## src/rtl/alarm_keypad_ctrl_if.sv

```systemverilog
// rtl/alarm_keypad_ctrl_if.sv - key stream, alarm state and command/status bundle for the keypad front end
interface alarm_keypad_ctrl_if;
    logic       key_valid;
    logic [3:0] key_code;
    logic [1:0] alarm_state;
    logic       arm_cmd;
    logic       disarm_cmd;
    logic       bad_code;
    logic       lockout;
    logic       entry_active;
    logic [2:0] digit_count;

    modport master (
        output key_valid, key_code, alarm_state,
        input  arm_cmd, disarm_cmd, bad_code, lockout, entry_active, digit_count
    );

    modport slave (
        input  key_valid, key_code, alarm_state,
        output arm_cmd, disarm_cmd, bad_code, lockout, entry_active, digit_count
    );
endinterface

```

## src/rtl/alarm_keypad_ctrl.sv

```systemverilog
// rtl/alarm_keypad_ctrl.sv - PIN entry, arm/disarm command generation and bad-code lockout
module alarm_keypad_ctrl #(
    parameter int                    CODE_LEN       = 4,
    parameter logic [4*CODE_LEN-1:0] PIN            = 16'h1234,
    parameter int                    ENTRY_TIMEOUT  = 1000,
    parameter int                    MAX_FAILS      = 3,
    parameter int                    LOCKOUT_CYCLES = 5000
) (
    input  logic                 clk,
    input  logic                 rst_n,
    input  logic                 ena,
    alarm_keypad_ctrl_if.slave   kp
);
    typedef enum logic [1:0] {S_IDLE, S_ENTRY, S_CHECK, S_LOCKOUT} state_t;

    localparam int PW  = 4 * CODE_LEN;
    localparam int ETW = (ENTRY_TIMEOUT > 1) ? $clog2(ENTRY_TIMEOUT) : 1;
    localparam int LTW = (LOCKOUT_CYCLES > 1) ? $clog2(LOCKOUT_CYCLES) : 1;
    localparam int FW  = (MAX_FAILS > 0) ? $clog2(MAX_FAILS + 1) : 1;

    localparam logic [3:0] KEY_ENTER = 4'hA;
    localparam logic [3:0] KEY_CLEAR = 4'hB;

    state_t          state_q, state_d;
    logic [PW-1:0]   code_q, code_d;
    logic [2:0]      cnt_q, cnt_d;
    logic            ovf_q, ovf_d;
    logic [ETW-1:0]  et_q, et_d;
    logic [LTW-1:0]  lt_q, lt_d;
    logic [FW-1:0]   fail_q, fail_d;
    logic [FW-1:0]   fail_inc;
    logic            arm_q, arm_d;
    logic            dis_q, dis_d;
    logic            bad_q, bad_d;
    logic            lock_q, lock_d;
    logic            act_q, act_d;
    logic            is_digit;
    logic            match;

    assign is_digit = (kp.key_code <= 4'd9);
    assign match    = (cnt_q == 3'(CODE_LEN)) && !ovf_q && (code_q == PIN);
    assign fail_inc = fail_q + FW'(1);

    always_ff @(posedge clk) begin
        if (!rst_n) begin
            state_q <= S_IDLE;
            code_q  <= '0;
            cnt_q   <= '0;
            ovf_q   <= 1'b0;
            et_q    <= '0;
            lt_q    <= '0;
            fail_q  <= '0;
            arm_q   <= 1'b0;
            dis_q   <= 1'b0;
            bad_q   <= 1'b0;
            lock_q  <= 1'b0;
            act_q   <= 1'b0;
        end else begin
            state_q <= state_d;
            code_q  <= code_d;
            cnt_q   <= cnt_d;
            ovf_q   <= ovf_d;
            et_q    <= et_d;
            lt_q    <= lt_d;
            fail_q  <= fail_d;
            arm_q   <= arm_d;
            dis_q   <= dis_d;
            bad_q   <= bad_d;
            lock_q  <= lock_d;
            act_q   <= act_d;
        end
    end

    always_comb begin
        state_d = state_q;
        code_d  = code_q;
        cnt_d   = cnt_q;
        ovf_d   = ovf_q;
        et_d    = et_q;
        lt_d    = lt_q;
        fail_d  = fail_q;
        arm_d   = 1'b0;
        dis_d   = 1'b0;
        bad_d   = 1'b0;

        // With ena low everything holds; only the pulse registers fall back to 0.
        if (ena) begin
            case (state_q)
                S_IDLE: begin
                    if (kp.key_valid && is_digit) begin
                        code_d  = PW'(kp.key_code);
                        cnt_d   = 3'd1;
                        ovf_d   = 1'b0;
                        et_d    = '0;
                        state_d = S_ENTRY;
                    end
                end
                S_ENTRY: begin
                    if (kp.key_valid) begin
                        et_d = '0;
                        if (is_digit) begin
                            if (cnt_q < 3'(CODE_LEN)) begin
                                code_d = (code_q << 4) | PW'(kp.key_code);
                                cnt_d  = cnt_q + 3'd1;
                            end else begin
                                ovf_d = 1'b1;
                            end
                        end else if (kp.key_code == KEY_CLEAR) begin
                            code_d  = '0;
                            cnt_d   = '0;
                            ovf_d   = 1'b0;
                            state_d = S_IDLE;
                        end else if (kp.key_code == KEY_ENTER) begin
                            state_d = S_CHECK;
                        end
                    end else if (et_q == ETW'(ENTRY_TIMEOUT - 1)) begin
                        code_d  = '0;
                        cnt_d   = '0;
                        ovf_d   = 1'b0;
                        et_d    = '0;
                        state_d = S_IDLE;
                    end else begin
                        et_d = et_q + ETW'(1);
                    end
                end
                S_CHECK: begin
                    code_d = '0;
                    cnt_d  = '0;
                    ovf_d  = 1'b0;
                    et_d   = '0;
                    if (match) begin
                        arm_d   = (kp.alarm_state == 2'b00);
                        dis_d   = (kp.alarm_state != 2'b00);
                        fail_d  = '0;
                        state_d = S_IDLE;
                    end else begin
                        bad_d  = 1'b1;
                        fail_d = fail_inc;
                        lt_d   = '0;
                        state_d = (fail_inc == FW'(MAX_FAILS)) ? S_LOCKOUT : S_IDLE;
                    end
                end
                S_LOCKOUT: begin
                    if (lt_q == LTW'(LOCKOUT_CYCLES - 1)) begin
                        lt_d    = '0;
                        fail_d  = '0;
                        state_d = S_IDLE;
                    end else begin
                        lt_d = lt_q + LTW'(1);
                    end
                end
                default: state_d = S_IDLE;
            endcase
        end

        lock_d = (state_d == S_LOCKOUT);
        act_d  = (state_d == S_ENTRY);
    end

    assign kp.arm_cmd      = arm_q;
    assign kp.disarm_cmd   = dis_q;
    assign kp.bad_code     = bad_q;
    assign kp.lockout      = lock_q;
    assign kp.entry_active = act_q;
    assign kp.digit_count  = cnt_q;
endmodule

```

## src/flat_wrapper.sv

```systemverilog
// flat-port wrapper written by rule: the top's interface ports become plain ports
module alarm_keypad_ctrl_flat 
#(
    parameter int                    CODE_LEN       = 4,
    parameter logic [4*CODE_LEN-1:0] PIN            = 16'h1234,
    parameter int                    ENTRY_TIMEOUT  = 1000,
    parameter int                    MAX_FAILS      = 3,
    parameter int                    LOCKOUT_CYCLES = 5000
)
  (clk, rst_n, ena, kp_key_valid, kp_key_code, kp_alarm_state, kp_arm_cmd, kp_disarm_cmd, kp_bad_code, kp_lockout, kp_entry_active, kp_digit_count);
  alarm_keypad_ctrl_if kp_i ();
  input  logic clk;
  input  logic rst_n;
  input  logic ena;
  input wire logic [$bits(kp_i.key_valid)-1:0] kp_key_valid;
  input wire logic [$bits(kp_i.key_code)-1:0] kp_key_code;
  input wire logic [$bits(kp_i.alarm_state)-1:0] kp_alarm_state;
  output wire logic [$bits(kp_i.arm_cmd)-1:0] kp_arm_cmd;
  output wire logic [$bits(kp_i.disarm_cmd)-1:0] kp_disarm_cmd;
  output wire logic [$bits(kp_i.bad_code)-1:0] kp_bad_code;
  output wire logic [$bits(kp_i.lockout)-1:0] kp_lockout;
  output wire logic [$bits(kp_i.entry_active)-1:0] kp_entry_active;
  output wire logic [$bits(kp_i.digit_count)-1:0] kp_digit_count;
  assign kp_i.key_valid = kp_key_valid;
  assign kp_i.key_code = kp_key_code;
  assign kp_i.alarm_state = kp_alarm_state;
  assign kp_arm_cmd = kp_i.arm_cmd;
  assign kp_disarm_cmd = kp_i.disarm_cmd;
  assign kp_bad_code = kp_i.bad_code;
  assign kp_lockout = kp_i.lockout;
  assign kp_entry_active = kp_i.entry_active;
  assign kp_digit_count = kp_i.digit_count;
  alarm_keypad_ctrl #(.CODE_LEN(CODE_LEN), .PIN(PIN), .ENTRY_TIMEOUT(ENTRY_TIMEOUT), .MAX_FAILS(MAX_FAILS), .LOCKOUT_CYCLES(LOCKOUT_CYCLES)) u_core (.clk(clk), .rst_n(rst_n), .ena(ena), .kp(kp_i));
endmodule
```

## config.mk

```make
export PLATFORM = sky130hd
export DESIGN_NAME = alarm_keypad_ctrl_flat
export DESIGN_NICKNAME = d
export VERILOG_FILES = /design/src/rtl/alarm_keypad_ctrl_if.sv /design/src/rtl/alarm_keypad_ctrl.sv /design/src/flat_wrapper.sv
export SDC_FILE = /design/constraint.sdc
export NUM_CORES = 1
export LEC_CHECK = 0
export CORE_MARGIN = 8
export CORE_UTILIZATION = 40
export CTS_CLUSTER_DIAMETER = 200
export DETAILED_ROUTE_END_ITERATION = 8
export SYNTH_ARGS = -nofsm -noshare
export SYNTH_HDL_FRONTEND = slang
export SYNTH_SLANG_ARGS = --single-unit
```

## constraint.sdc

```tcl
create_clock -name clk -period 2.3 [get_ports clk]
set_input_delay 0.23 -clock clk [delete_from_list [all_inputs] [get_ports clk]]
set_output_delay 0.23 -clock clk [all_outputs]
set_load 0.01 [all_outputs]
```

==> summary.txt <==
Filler cells - 649
top_reg_cell synth - dfxtp_1
DRC viols - 0
Die ar. - 9520 sq um
nets - 349
DR iter-0 viols - 132
slowest stage cell, crit path - a311oi_1
pwr dens - 520 nW/um^2
worst path bufs/invs - 0
Combinational Power Share - 0.108
Routed WL - 5500 um
Worst EP arrival - 2.30 ns
dpl hpwl - 4160 um
Buffers on Ports - 17
Synth top area share - 0.391
hold slack final - 0.456 ns
Starting Density - 0.417
CP Cell Sequence - ha_1, and4_1, a311oi_1, nor3_2, nand2_4, mux2i_1
largest net degree at the start of global routing - 19
H-tree lvl count - 2
area delta synth->final - 14.2%
WL/cell - 13.5 um
worst hold path class - reg2reg
vias in the first global route - 2063
Placement Rows - 29
area occupied by multi-input gates - 1530 sq um
Final GP Congestion - 0.828
Least-Margin Pin Slew - 0.668 ns
worst-case clock buffer depth - 2
slowest stage delay, CP - 0.49 ns
register area - 1040 sq um
Mapped Area - 2660 sq um
setup violators final - 0
Syn Nets - 323
Tmin final - 2.07 ns
worst hold stages - 2
R2R cell count - 6
internal power - 1.20 mW
Sw Pwr - 0.385 mW
routed via count - 2205
asr flop ratio synth - 0
leakage - 1.12 nW
delay-heaviest family, CP - simple AND/OR/NAND/NOR gates
Syn Inst Count - 304
Post-Route Setup TNS - 0 ns
crit path kind - reg2reg
via/cell ratio - 5.42
register area share after synthesis - 0.391
CTS tree - yes
final period utilization - 0.902
Yosys cell types - 57
total congestion overflow - 0
Final Hold Viols - 0
clock root cell - clkbuf_8
cell taking the most area after synthesis - dfxtp_1
DRT Pass-1 Iters - 5
synth warn - 0
TritonCTS Buffers - 5
Avg Inst Size Synth - 8.76 sq um
Critical Path Stages - 6
Setup Buffers After CTS - 0
total of max-cap violations - 0
number of diodes - 0
antenna viol nets, final - 0
required time of the critical path - 2.53 ns
fmax - 0.482 GHz
GRT Resource Usage Total - 0.117
first-pass GRT wire length - 9560 um
Setup crit end kind - register
CTS hold repair buffers - 0
Flop pwr share - 0.583
die width - 97.6 um
RSZ-0062 raised after global routing - no
post_cts resized - 0
headroom to the max-slew limit - 0.552
CTS Sinks - 52
Yosys reg bits - 52
IR drop worst, VDD - 0.276 mV
worst-path maximum fanout - 18
share of layout cells above drive strength 1 - 0.100
skew final - 0.00970 ns
number of synthesized flops with an enable pin - 0
status - finished clean
Clk pwr share - 0.309
die height - 97.6 um
IO Pins - 18
initial antenna violation count - 0
Clk Latency, worst-skew pair - 0.30 ns
core area - 6390 sq um
flop-to-flop setup slack - 0.23 ns
Pins Over Slew Limit - 0
Synth area leaders - dfxtp_1, nand2_1, mux2i_1
critical path startpoint category - register
Worst-path clk slew - 0.08 ns
Net Sw Frac - 0.243
[per-stage QoR]
step | area, sq um | utilization | instances | worst slack, ns | total power, mW
after floorplan | 2660 | - | 304 | 0.430 | 1.05
after global placement | 2960 | 0.464 | 400 | 0.207 | 1.11
after detailed placement | 2960 | 0.464 | 400 | 0.150 | 1.11
after CTS | 3040 | 0.476 | 407 | 0.216 | 1.60
after global routing | 3040 | 0.476 | 407 | 0.0259 | 1.65
final | 3040 | 0.476 | 407 | 0.226 | 1.58
[state kept, by name, indices dropped and copies added (netlist names)]
| register | flops |
|---|---|
| u_core.code_q | 16 |
| u_core.state_q | 2 |
| u_core.et_q | 10 |
| u_core.lt_q | 13 |
| u_core.kp.digit_count | 3 |
| u_core.fail_q | 2 |
| u_core.kp.disarm_cmd | 1 |
| u_core.kp.entry_active | 1 |
| u_core.kp.lockout | 1 |
| u_core.kp.bad_code | 1 |
| u_core.kp.arm_cmd | 1 |
| u_core.ovf_q | 1 |
[per-layer routing]
| metal | vias to the layer above | share of wire | wire [um] | GRT usage |
|---|---|---|---|---|
| met3 | 2 | 0.034 | 187 | 0.0327 |
| met1 | 1028 | 0.52 | 2850 | 0.155 |
| met5 | - | 0 | 0 | 0 |
| met4 | 0 | 0.0051 | 28 | 0.0315 |
| li1 | 1140 | - | - | - |
| met2 | 35 | 0.44 | 2440 | 0.180 |
[cell usage in the layout (no fill, tap or decap), drive strengths merged, types with 6 or more instances in the layout]
cell type,n
buf,11
nand3,15
a21oi,16
nor3,6
xor2,6
o21ai,12
nand4,7
clkdlybuf4s50,17
nand2,52
clkbuf,6
ha,9
inv,11
mux2i,19
or3,8
dfxtp,52
nor2,20
[Yosys cell counts (all sizes together), types with 3 or more instances]
library cell	n
buf	4
and3	5
nand3	15
nor2	20
a21boi	4
or3	8
nor4	4
xor2	6
nor4b	3
nand4	7
inv	11
dfxtp	52
nor3	6
clkbuf	5
o31ai	5
and2	3
nand2	52
or4	5
ha	9
xnor2	4
a21oi	16
o21ai	12
mux2i	19
[layout make-up]
cell class | count | area share
clock inverters | 1 | 0.00165
flip-flops and latches | 52 | 0.342
clock buffers | 6 | 0.0239
inverters | 11 | 0.0136
well taps | 77 | 0.0317
multi-input cells | 232 | 0.504
repair buffers | 28 | 0.0831
[final timing paths]
path,startpoint,to
max,u_core.et_q[0],u_core.code_q[9]
min,u_core.fail_q[1],u_core.fail_q[1]
max reg2reg,u_core.et_q[0],u_core.code_q[9]
min reg2reg,u_core.fail_q[1],u_core.fail_q[1]
[cells by family after synthesis]
| logic type | Yosys count | synth area share |
|---|---|---|
| AND/OR/NAND/NOR | 141 | 0.286 |
| AO/OA/AOI/OAI | 53 | 0.143 |
| flip-flops | 52 | 0.391 |
| buffers and inverters | 20 | 0.0334 |
| multiplexers | 19 | 0.0714 |
| XOR/XNOR | 10 | 0.0329 |
| adder cells (fa/ha/maj) | 9 | 0.0423 |
[power groups by stage]
| stage | clock (mW) | combinational (mW) | sequential [mW] |
|---|---|---|---|
| 2_1_floorplan | 0 | 0.107 | 0.945 |
| 3_3_place_gp | 0 | 0.170 | 0.944 |
| 3_5_place_dp | 0 | 0.171 | 0.944 |
| 4_1_cts | 0.511 | 0.171 | 0.923 |
| 5_1_grt | 0.540 | 0.188 | 0.925 |
| 6_report | 0.488 | 0.171 | 0.922 |
[worst reg2reg max path: cells and delay by family (launching register included)]
kind | cells | cell delay [ns]
flops | 1 | 0.35
compound gates | 1 | 0.49
mux | 1 | 0.23
fa+ha+maj | 1 | 0.25
simple gates | 3 | 0.69
Note: power is estimated with default switching activity, not from simulation.
